### src/rtl/tf_slowbus_ctrl_pkg.sv
// -----------------------------------------------------------------------------
// tf_slowbus_ctrl_pkg
//   Shared definitions for the TF53x 68030->68000 slow-bus controller:
//   FSM state encodings (3-bit, legacy-compatible), 68030 SIZ codes, the
//   inactive level of the active-low 68000 strobes, and the data-strobe lane
//   decode.
// -----------------------------------------------------------------------------
package tf_slowbus_ctrl_pkg;

  // FSM state encodings
  localparam logic [2:0] ST_IDLE  = 3'd0;
  localparam logic [2:0] ST_QUAL  = 3'd1;
  localparam logic [2:0] ST_ASRT  = 3'd2;
  localparam logic [2:0] ST_WAIT  = 3'd3;
  localparam logic [2:0] ST_VPA   = 3'd4;
  localparam logic [2:0] ST_TERM  = 3'd5;
  localparam logic [2:0] ST_RECOV = 3'd6;
  localparam logic [2:0] ST_BERR  = 3'd7;  // timeout termination, waits for F7

  // 68030 transfer size codes
  localparam logic [1:0] SIZ_LONG  = 2'b00;
  localparam logic [1:0] SIZ_BYTE  = 2'b01;
  localparam logic [1:0] SIZ_WORD  = 2'b10;
  localparam logic [1:0] SIZ_LINE3 = 2'b11;

  // Released level of every active-low 68000 strobe
  localparam logic STROBE_OFF = 1'b1;

  // Returns {uds_n, lds_n}. The upper lane is used for even addresses; the
  // lower lane for odd addresses or any transfer wider than a byte.
  function automatic logic [1:0] ds_lanes(input logic a0, input logic [1:0] siz);
    return {a0, ~(a0 | (siz != SIZ_BYTE))};
  endfunction

endpackage

### src/rtl/tf_clk7m_edge.sv
// -----------------------------------------------------------------------------
// tf_clk7m_edge
//   Brings the Amiga CLK7M into the CPU clock domain as data: a 2-flop
//   synchroniser followed by one history flop, producing single-cycle pulses
//   on each sampled rising (rise_o) and falling (fall_o) edge.
// Ports
//   clk      in   sampling clock (CLKCPU)
//   rst_n    in   asynchronous active-low reset
//   clk7m_i  in   raw CLK7M
//   rise_o   out  one-cycle pulse, sampled CLK7M rising edge
//   fall_o   out  one-cycle pulse, sampled CLK7M falling edge
// -----------------------------------------------------------------------------
module tf_clk7m_edge (
  input  logic clk,
  input  logic rst_n,
  input  logic clk7m_i,
  output logic rise_o,
  output logic fall_o
);

  // [0],[1] synchroniser; [2] previous synchronised value for edge detect
  logic [2:0] sync_q;

  // NOTE: clocked state uses non-blocking assignments so every flop samples
  // the pre-edge value of its neighbour; blocking here would collapse the chain.
  always_ff @(posedge clk or negedge rst_n) begin
    if (!rst_n) sync_q <= '0;
    else        sync_q <= {sync_q[1:0], clk7m_i};
  end

  assign rise_o =  sync_q[1] & ~sync_q[2];
  assign fall_o = ~sync_q[1] &  sync_q[2];

endmodule

### src/rtl/tf_slowbus_ctrl.sv
// -----------------------------------------------------------------------------
// tf_slowbus_ctrl
//   68030 -> 68000 slow-bus cycle controller for TF53x boards. Everything runs
//   on CLKCPU; CLK7M is sampled as data. Qualifies external cycles, drives the
//   68000 strobes, runs DTACK or VPA/E-clock cycles and returns DSACK1.
//   Optional feature: define TF_BUS_TIMEOUT_EN to enable the bus-error
//   timeout (BERR after TIMEOUT CLK7M rising edges without termination).
// Parameters
//   SYNC_DEPTH  CLK7M rises INTCYCLE must stay high before a slow cycle (1..15)
//   E_DIV       CLK7M periods per E period (>=4)
//   E_HIGH      CLK7M periods E is high per period (1..E_DIV-2)
//   TIMEOUT     CLK7M rises in WAIT/VPA before BERR (1..255)
// Ports
//   CLKCPU, RESET_N                 clock, async active-low reset
//   CLK7M                           Amiga 7 MHz clock (data)
//   AS20, DS20, RW20, SIZ, A0       68030 cycle signals
//   INTCYCLE                        1 = no internal resource claims the cycle
//   BGACK, DTACK, VPA               68000-side inputs, active low
//   AS, UDS, LDS, RW, VMA, E        68000-side outputs
//   DSACK1, BERR                    68030 termination, active low
//   SLOWCYCLE                       0 while a slow cycle is qualified/running
// -----------------------------------------------------------------------------
module tf_slowbus_ctrl
  import tf_slowbus_ctrl_pkg::*;
#(
  parameter int SYNC_DEPTH = 4,
  parameter int E_DIV      = 10,
  parameter int E_HIGH     = 4,
  parameter int TIMEOUT    = 255
) (
  input  logic       CLKCPU,
  input  logic       RESET_N,
  input  logic       CLK7M,
  input  logic       AS20,
  input  logic       DS20,
  input  logic       RW20,
  input  logic [1:0] SIZ,
  input  logic       A0,
  input  logic       INTCYCLE,
  input  logic       BGACK,
  input  logic       DTACK,
  input  logic       VPA,
  output logic       AS,
  output logic       UDS,
  output logic       LDS,
  output logic       RW,
  output logic       VMA,
  output logic       E,
  output logic       DSACK1,
  output logic       BERR,
  output logic       SLOWCYCLE
);

  localparam int EW = (E_DIV > 2) ? $clog2(E_DIV) : 1;
  localparam logic [EW-1:0] E_LAST = EW'(E_DIV - 1);
  localparam logic [EW-1:0] E_RISE = EW'(E_DIV - E_HIGH);
  localparam logic [EW-1:0] E_VMA  = EW'(E_DIV - E_HIGH - 1);
  localparam logic [3:0]    Q_DONE = 4'(SYNC_DEPTH);

  logic r7, f7;

  tf_clk7m_edge u_edge (
    .clk     (CLKCPU),
    .rst_n   (RESET_N),
    .clk7m_i (CLK7M),
    .rise_o  (r7),
    .fall_o  (f7)
  );

  logic [2:0]    state_q, state_d;
  logic [3:0]    qcnt_q,  qcnt_d;
  logic [EW-1:0] e_cnt_q, e_cnt_d;
  logic as_q, as_d, uds_q, uds_d, lds_q, lds_d, rw_q, rw_d;
  logic vma_q, vma_d, dsack_q, dsack_d, berr_q, berr_d, slow_q, slow_d;
`ifdef TF_BUS_TIMEOUT_EN
  localparam logic [7:0] TO_LIMIT = 8'(TIMEOUT);
  logic [7:0] to_cnt_q, to_cnt_d;
`endif

  // Free-running E divider; only CLK7M rises advance it.
  always_comb begin
    e_cnt_d = e_cnt_q;
    if (r7) e_cnt_d = (e_cnt_q == E_LAST) ? '0 : e_cnt_q + 1'b1;
  end

  // NOTE: every signal assigned in this block gets a default first, so no
  // path through the case leaves it unassigned and no latch is inferred.
  always_comb begin
    state_d = state_q;
    qcnt_d  = qcnt_q;
    as_d    = as_q;
    uds_d   = uds_q;
    lds_d   = lds_q;
    rw_d    = rw_q;
    vma_d   = vma_q;
    dsack_d = dsack_q;
    berr_d  = berr_q;
    slow_d  = slow_q;

    case (state_q)
      ST_IDLE: if (!AS20 && BGACK) begin
        state_d = ST_QUAL;
        qcnt_d  = '0;
      end
      ST_QUAL: if (r7) begin
        if (!INTCYCLE) begin
          state_d = ST_RECOV;                 // internal resource took it
        end else begin
          qcnt_d = qcnt_q + 1'b1;
          if (qcnt_d == Q_DONE) begin
            state_d = ST_ASRT;
            slow_d  = 1'b0;
          end
        end
      end
      ST_ASRT: if (f7) begin
        if (as_q) begin                       // first F7: address phase
          as_d = 1'b0;
          rw_d = RW20;
          if (RW20) begin
            {uds_d, lds_d} = ds_lanes(A0, SIZ);
            state_d = ST_WAIT;
          end
        end else if (!DS20) begin             // write: data strobes one F7 later
          {uds_d, lds_d} = ds_lanes(A0, SIZ);
          state_d = ST_WAIT;
        end
      end
      ST_WAIT: begin
        if (f7 && !DTACK) begin
          state_d = ST_TERM;
          dsack_d = 1'b0;
        end else if (r7 && !VPA && DTACK) begin
          state_d = ST_VPA;
        end
      end
      ST_VPA: if (r7) begin
        if (e_cnt_d == E_VMA) begin
          vma_d = 1'b0;
        end else if (e_cnt_d == '0 && !vma_q) begin
          // Terminate on the E falling edge, only after a full VMA window
          state_d = ST_TERM;
          dsack_d = 1'b0;
          vma_d   = 1'b1;
        end
      end
      ST_TERM, ST_BERR: if (f7) begin
        as_d    = STROBE_OFF;
        uds_d   = STROBE_OFF;
        lds_d   = STROBE_OFF;
        vma_d   = 1'b1;
        state_d = ST_RECOV;
      end
      ST_RECOV: ;                             // held until AS20 negates
      default: state_d = ST_IDLE;
    endcase

`ifdef TF_BUS_TIMEOUT_EN
    to_cnt_d = to_cnt_q;
    if (state_q == ST_ASRT) begin
      to_cnt_d = '0;
    end else if (r7 && (state_q == ST_WAIT || state_q == ST_VPA)) begin
      to_cnt_d = to_cnt_q + 8'd1;
      // A real termination on the same edge wins, keeping BERR/DSACK1 exclusive
      if (to_cnt_d == TO_LIMIT && state_d != ST_TERM) begin
        berr_d  = 1'b0;
        state_d = ST_BERR;
      end
    end
`endif

    // AS20 negation ends the cycle from any state: abort, or RECOV exit.
    if (AS20) begin
      state_d = ST_IDLE;
      as_d    = STROBE_OFF;
      uds_d   = STROBE_OFF;
      lds_d   = STROBE_OFF;
      rw_d    = 1'b1;
      vma_d   = 1'b1;
      dsack_d = 1'b1;
      berr_d  = 1'b1;
      slow_d  = 1'b1;
    end
  end

  always_ff @(posedge CLKCPU or negedge RESET_N) begin
    if (!RESET_N) begin
      state_q <= ST_IDLE;
      qcnt_q  <= '0;
      e_cnt_q <= '0;
      as_q    <= STROBE_OFF;
      uds_q   <= STROBE_OFF;
      lds_q   <= STROBE_OFF;
      rw_q    <= 1'b1;
      vma_q   <= 1'b1;
      dsack_q <= 1'b1;
      berr_q  <= 1'b1;
      slow_q  <= 1'b1;
    end else begin
      state_q <= state_d;
      qcnt_q  <= qcnt_d;
      e_cnt_q <= e_cnt_d;
      as_q    <= as_d;
      uds_q   <= uds_d;
      lds_q   <= lds_d;
      rw_q    <= rw_d;
      vma_q   <= vma_d;
      dsack_q <= dsack_d;
      berr_q  <= berr_d;
      slow_q  <= slow_d;
    end
  end

`ifdef TF_BUS_TIMEOUT_EN
  always_ff @(posedge CLKCPU or negedge RESET_N) begin
    if (!RESET_N) to_cnt_q <= '0;
    else          to_cnt_q <= to_cnt_d;
  end
`endif

  assign AS        = as_q;
  assign UDS       = uds_q;
  assign LDS       = lds_q;
  assign RW        = rw_q;
  assign VMA       = vma_q;
  assign E         = (e_cnt_q >= E_RISE);
  assign DSACK1    = dsack_q;
  assign BERR      = berr_q;
  assign SLOWCYCLE = slow_q;

endmodule

### config.mk
export PLATFORM = sky130hd
export DESIGN_NAME = tf_slowbus_ctrl
export DESIGN_NICKNAME = d
export VERILOG_FILES = /design/src/rtl/tf_slowbus_ctrl_pkg.sv /design/src/rtl/tf_clk7m_edge.sv /design/src/rtl/tf_slowbus_ctrl.sv
export SDC_FILE = /design/constraint.sdc
export NUM_CORES = 1
export LEC_CHECK = 0
export BUFFER_PORTS_ARGS = -buffer_cell sky130_fd_sc_hd__buf_2
export CELL_PAD_IN_SITES_DETAIL_PLACEMENT = 0
export CELL_PAD_IN_SITES_GLOBAL_PLACEMENT = 2
export CORE_MARGIN = 4
export CORE_UTILIZATION = 30
export DETAILED_ROUTE_END_ITERATION = 6
export GPL_TIMING_DRIVEN = 0
export PLACE_DENSITY_LB_ADDON = 0.1
export SYNTH_ARGS = -nofsm -noshare
export SYNTH_HDL_FRONTEND = slang
export SYNTH_HIERARCHICAL = 1
export SYNTH_SLANG_ARGS = --single-unit
### constraint.sdc
create_clock -name CLKCPU -period 2.08 [get_ports CLKCPU]
set_input_delay 0.312 -clock CLKCPU [delete_from_list [all_inputs] [get_ports CLKCPU]]
set_output_delay 0.312 -clock CLKCPU [all_outputs]
set_load 0.02 [all_outputs]
==> qor.txt <==
number of max-cap violations: 0
Gate Count Post-Synth: 141
total negative setup slack: -0.0232 ns
proportion of layout cells with a drive suffix above 1: 37.7%
critical path class: reg -> reg
status: finished, violations left
Slew headroom: 66.6%
dpl ws: -0.178 ns
CTS H-tree depth: 1
number of global-route vias before repair: 1,031
slowest cell delay on critical path: 0.44 ns
final hold viol count: 14
type of origin of the critical path: flop
hold bufs inserted after CTS: 0
initial core utilization: 31.5%
first-pass GRT wire length: 5.09 mm
mapped cell area: 1280 sq um
R2R cell count: 7
die area: 5380 sq um
All-Layer GR Usage: 12.2%
CTS Buf Count: 3
Post-route DRC: 0
TritonCTS clock tree: done
PortBufs: 20
post-synthesis register bit count: 21
Die X: 73.3 microns
R2R Setup Slk: -0.01 ns
crit path DAT: 2.25 ns
Worst Hold Slack: -0.0125 ns
top_reg_cell synth: dfrtp_1
WL per Instance: 13.7 microns
worst endpoint required time: 2.24 ns
antenna violations before repair: 0
min Tclk post-route: 2.09 ns
most common cell after layout, fill and taps aside: buf_2
gr ovfl total: 0
Nets: 191
FP Rows: 23
hpwl dp: 2.12 mm
Antenna Nets Post-Route: 0
synth unique cells: 47
CTS max path bufs: 2
crit path capture type: flop
Seq/Total Area, Yosys: 41.7%
Worst-Margin Slew: 0.496 ns
CP cell instances: buf_6 -> and3b_2 -> o32ai_4 -> a2111oi_4 -> nor4_4 -> buf_4 -> mux2_4
Peak VDD IR: 0.421 mV
unrepaired setup endpoints after global routing: yes
later-pin clock latency in the skew report: 0.27 ns
CTS Root Cell: clkbuf_8
post-synth top area share: 27.4%
drt first-iter violations: 82
CP delay by family, top: simple AND/OR/NAND/NOR gates
WL final: 3.09 mm
antenna cells: 0
worst-path fanout max: 4
RR Startpoint: qcnt_q[0]$_DFFE_PN0P_
CTS clock-pin slew for the worst setup and hold paths: 0.09 ns
YS warnings: 6
largest net degree at the start of global routing: 22
post-route clock skew: 0.00200 ns
ys async rst share: 100%
RePlAce Congestion: 0.828
vias post-DR: 1,105
FF-to-FF End: state_q[2]$_DFFE_PN0P_
Vert. Die Dim: 73.3 microns
Leakage: 0.706 nW
Final setup viols: 3
min-delay worst type: in -> async
Pwr per Cell Area: 1040 nW/um^2
Final period util: 100%
commonest cells after routing, fill and taps aside: buf_2 (21), nand2_1 (14), nor2_1 (12)
DRT Pass-1 Iters: 4
largest area contributor in the synthesized netlist: dfrtp_1
WP depth: 7
Syn Nets: 156
# IOs: 22
syn avg cell area: 9.08 sq um
setup ws final: -0.00959 ns
vias per cell: 4.91
Synth area leaders: dfrtp_1 (27%), dfstp_2 (14%), nand2_1 (4.1%)
fmax: 479 MHz
Design Power: 0.00176 W
Worst Path Buf+Inv: 2
Final Max Tran Viols: 0
core footprint: 4060 sq um
crit path max-delay cell type: dfrtp_2
layout filler cell count: 416
failing checks: negative hold slack, negative setup slack
Post-synth EDFFs: 0
CTS sink count: 21
synthesis-to-layout area growth: 32.4%
==> how the worst max path moves through the flow <==
| stage | end | from | slack, ns |
|---|---|---|---|
| after floorplan | state_q[0]$_DFFE_PN0P_ | u_edge/sync_q[1]$_DFF_PN0_ | 0.009 |
| after global placement | state_q[1]$_DFFE_PN0P_ | qcnt_q[0]$_DFFE_PN0P_ | -0.17 |
| after detailed placement | state_q[1]$_DFFE_PN0P_ | qcnt_q[0]$_DFFE_PN0P_ | -0.18 |
| after CTS | state_q[0]$_DFFE_PN0P_ | qcnt_q[1]$_DFFE_PN0P_ | 0.002 |
| after global routing | state_q[1]$_DFFE_PN0P_ | qcnt_q[0]$_DFFE_PN0P_ | -0.08 |
| final | state_q[2]$_DFFE_PN0P_ | qcnt_q[0]$_DFFE_PN0P_ | -0.01 |
==> cells in the mapped netlist, types with 5 or more instances <==
cell type and instances:
nand3_1 5, nor2_1 12, dfrtp_1 14, nand2_1 14, nor2b_1 7, clkbuf_1 5
o21ai_0 9, dfstp_2 7, nand2b_1 8, a21oi_1 10
==> per-stage QoR <==
stage	cells	hold slack, ns	util (%)	area (sq um)
floorplan	141	0.0164	-	1280
global placement	211	0.300	35.6	1440
detailed placement	211	0.312	35.6	1440
CTS	218	0.0126	39.8	1610
global route	225	0.0295	41.8	1690
finish	225	-0.0125	41.8	1690
==> sequential cells by signal, indices dropped and copies added, names as in the netlist <==
signal         cells
AS                 1
DSACK1             1
LDS                1
RW                 1
SLOWCYCLE          1
UDS                1
VMA                1
e_cnt_q            4
qcnt_q             4
state_q            3
u_edge/sync_q      3
==> cells by family (layout without fill, tap and decap cells) <==
logic type               count (synthesis)  after routing  synth area share [%]
AO/OA/AOI/OAI                           33             33                  16.7
XOR/XNOR                                 4              4                  2.74
adder cells (fa/ha/maj)                  2              2                  1.95
buffers and inverters                   11             45                  4.20
flip-flops                              21             21                  41.7
multiplexers                             5              5                  4.30
other                                    1              1                 0.293
AND/OR/NAND/NOR                         64             64                  28.1
==> repair_timing <==
action                     4_1_cts  5_1_grt
pin swaps                        8        4
setup endpoints to repair        3        4
setup buffers                    5        7
resized for setup               17        8
==> worst register-to-register path, stage by stage, from the launching register on <==
cell       delay (ns)
dfrtp_2          0.44
buf_6            0.13
and3b_2          0.22
o32ai_4          0.33
a2111oi_4        0.13
nor4_4           0.27
buf_4            0.17
mux2_4           0.30
==> area by class of cell <==
cell class	instances	area, sq um	share of cell area, %
plain buffers	6	27.5	1.62
clock buffers	3	41.3	2.44
multi-input cells	109	808	47.7
inverters	3	11.3	0.665
well taps	50	62.6	3.69
repair buffers	32	198	11.7
flip-flops and latches	21	538	31.8
clock inverters	1	7.51	0.443
==> power breakdown <==
| part | internal, W | leakage (nW) | total [W] | switching (W) |
|---|---|---|---|---|
| Combinational | 0.000400 | 0.438 | 0.000850 | 0.000451 |
| Sequential | 0.000530 | 0.246 | 0.000623 | 0.0000929 |
| Clock | 0.000136 | 0.0217 | 0.000291 | 0.000155 |
| Total | 0.00107 | 0.706 | 0.00176 | 0.000699 |
==> routing by layer <==
metal / up-vias / global-route usage (%) / routed length [microns]
met5: - / 0 / 0
met4: 0 / 4.43 / 44
met3: 5 / 2.74 / 117
met2: 21 / 18.2 / 1410
met1: 518 / 17.4 / 1520
li1: 561 / - / -
Power figures use the tool's default switching activity.
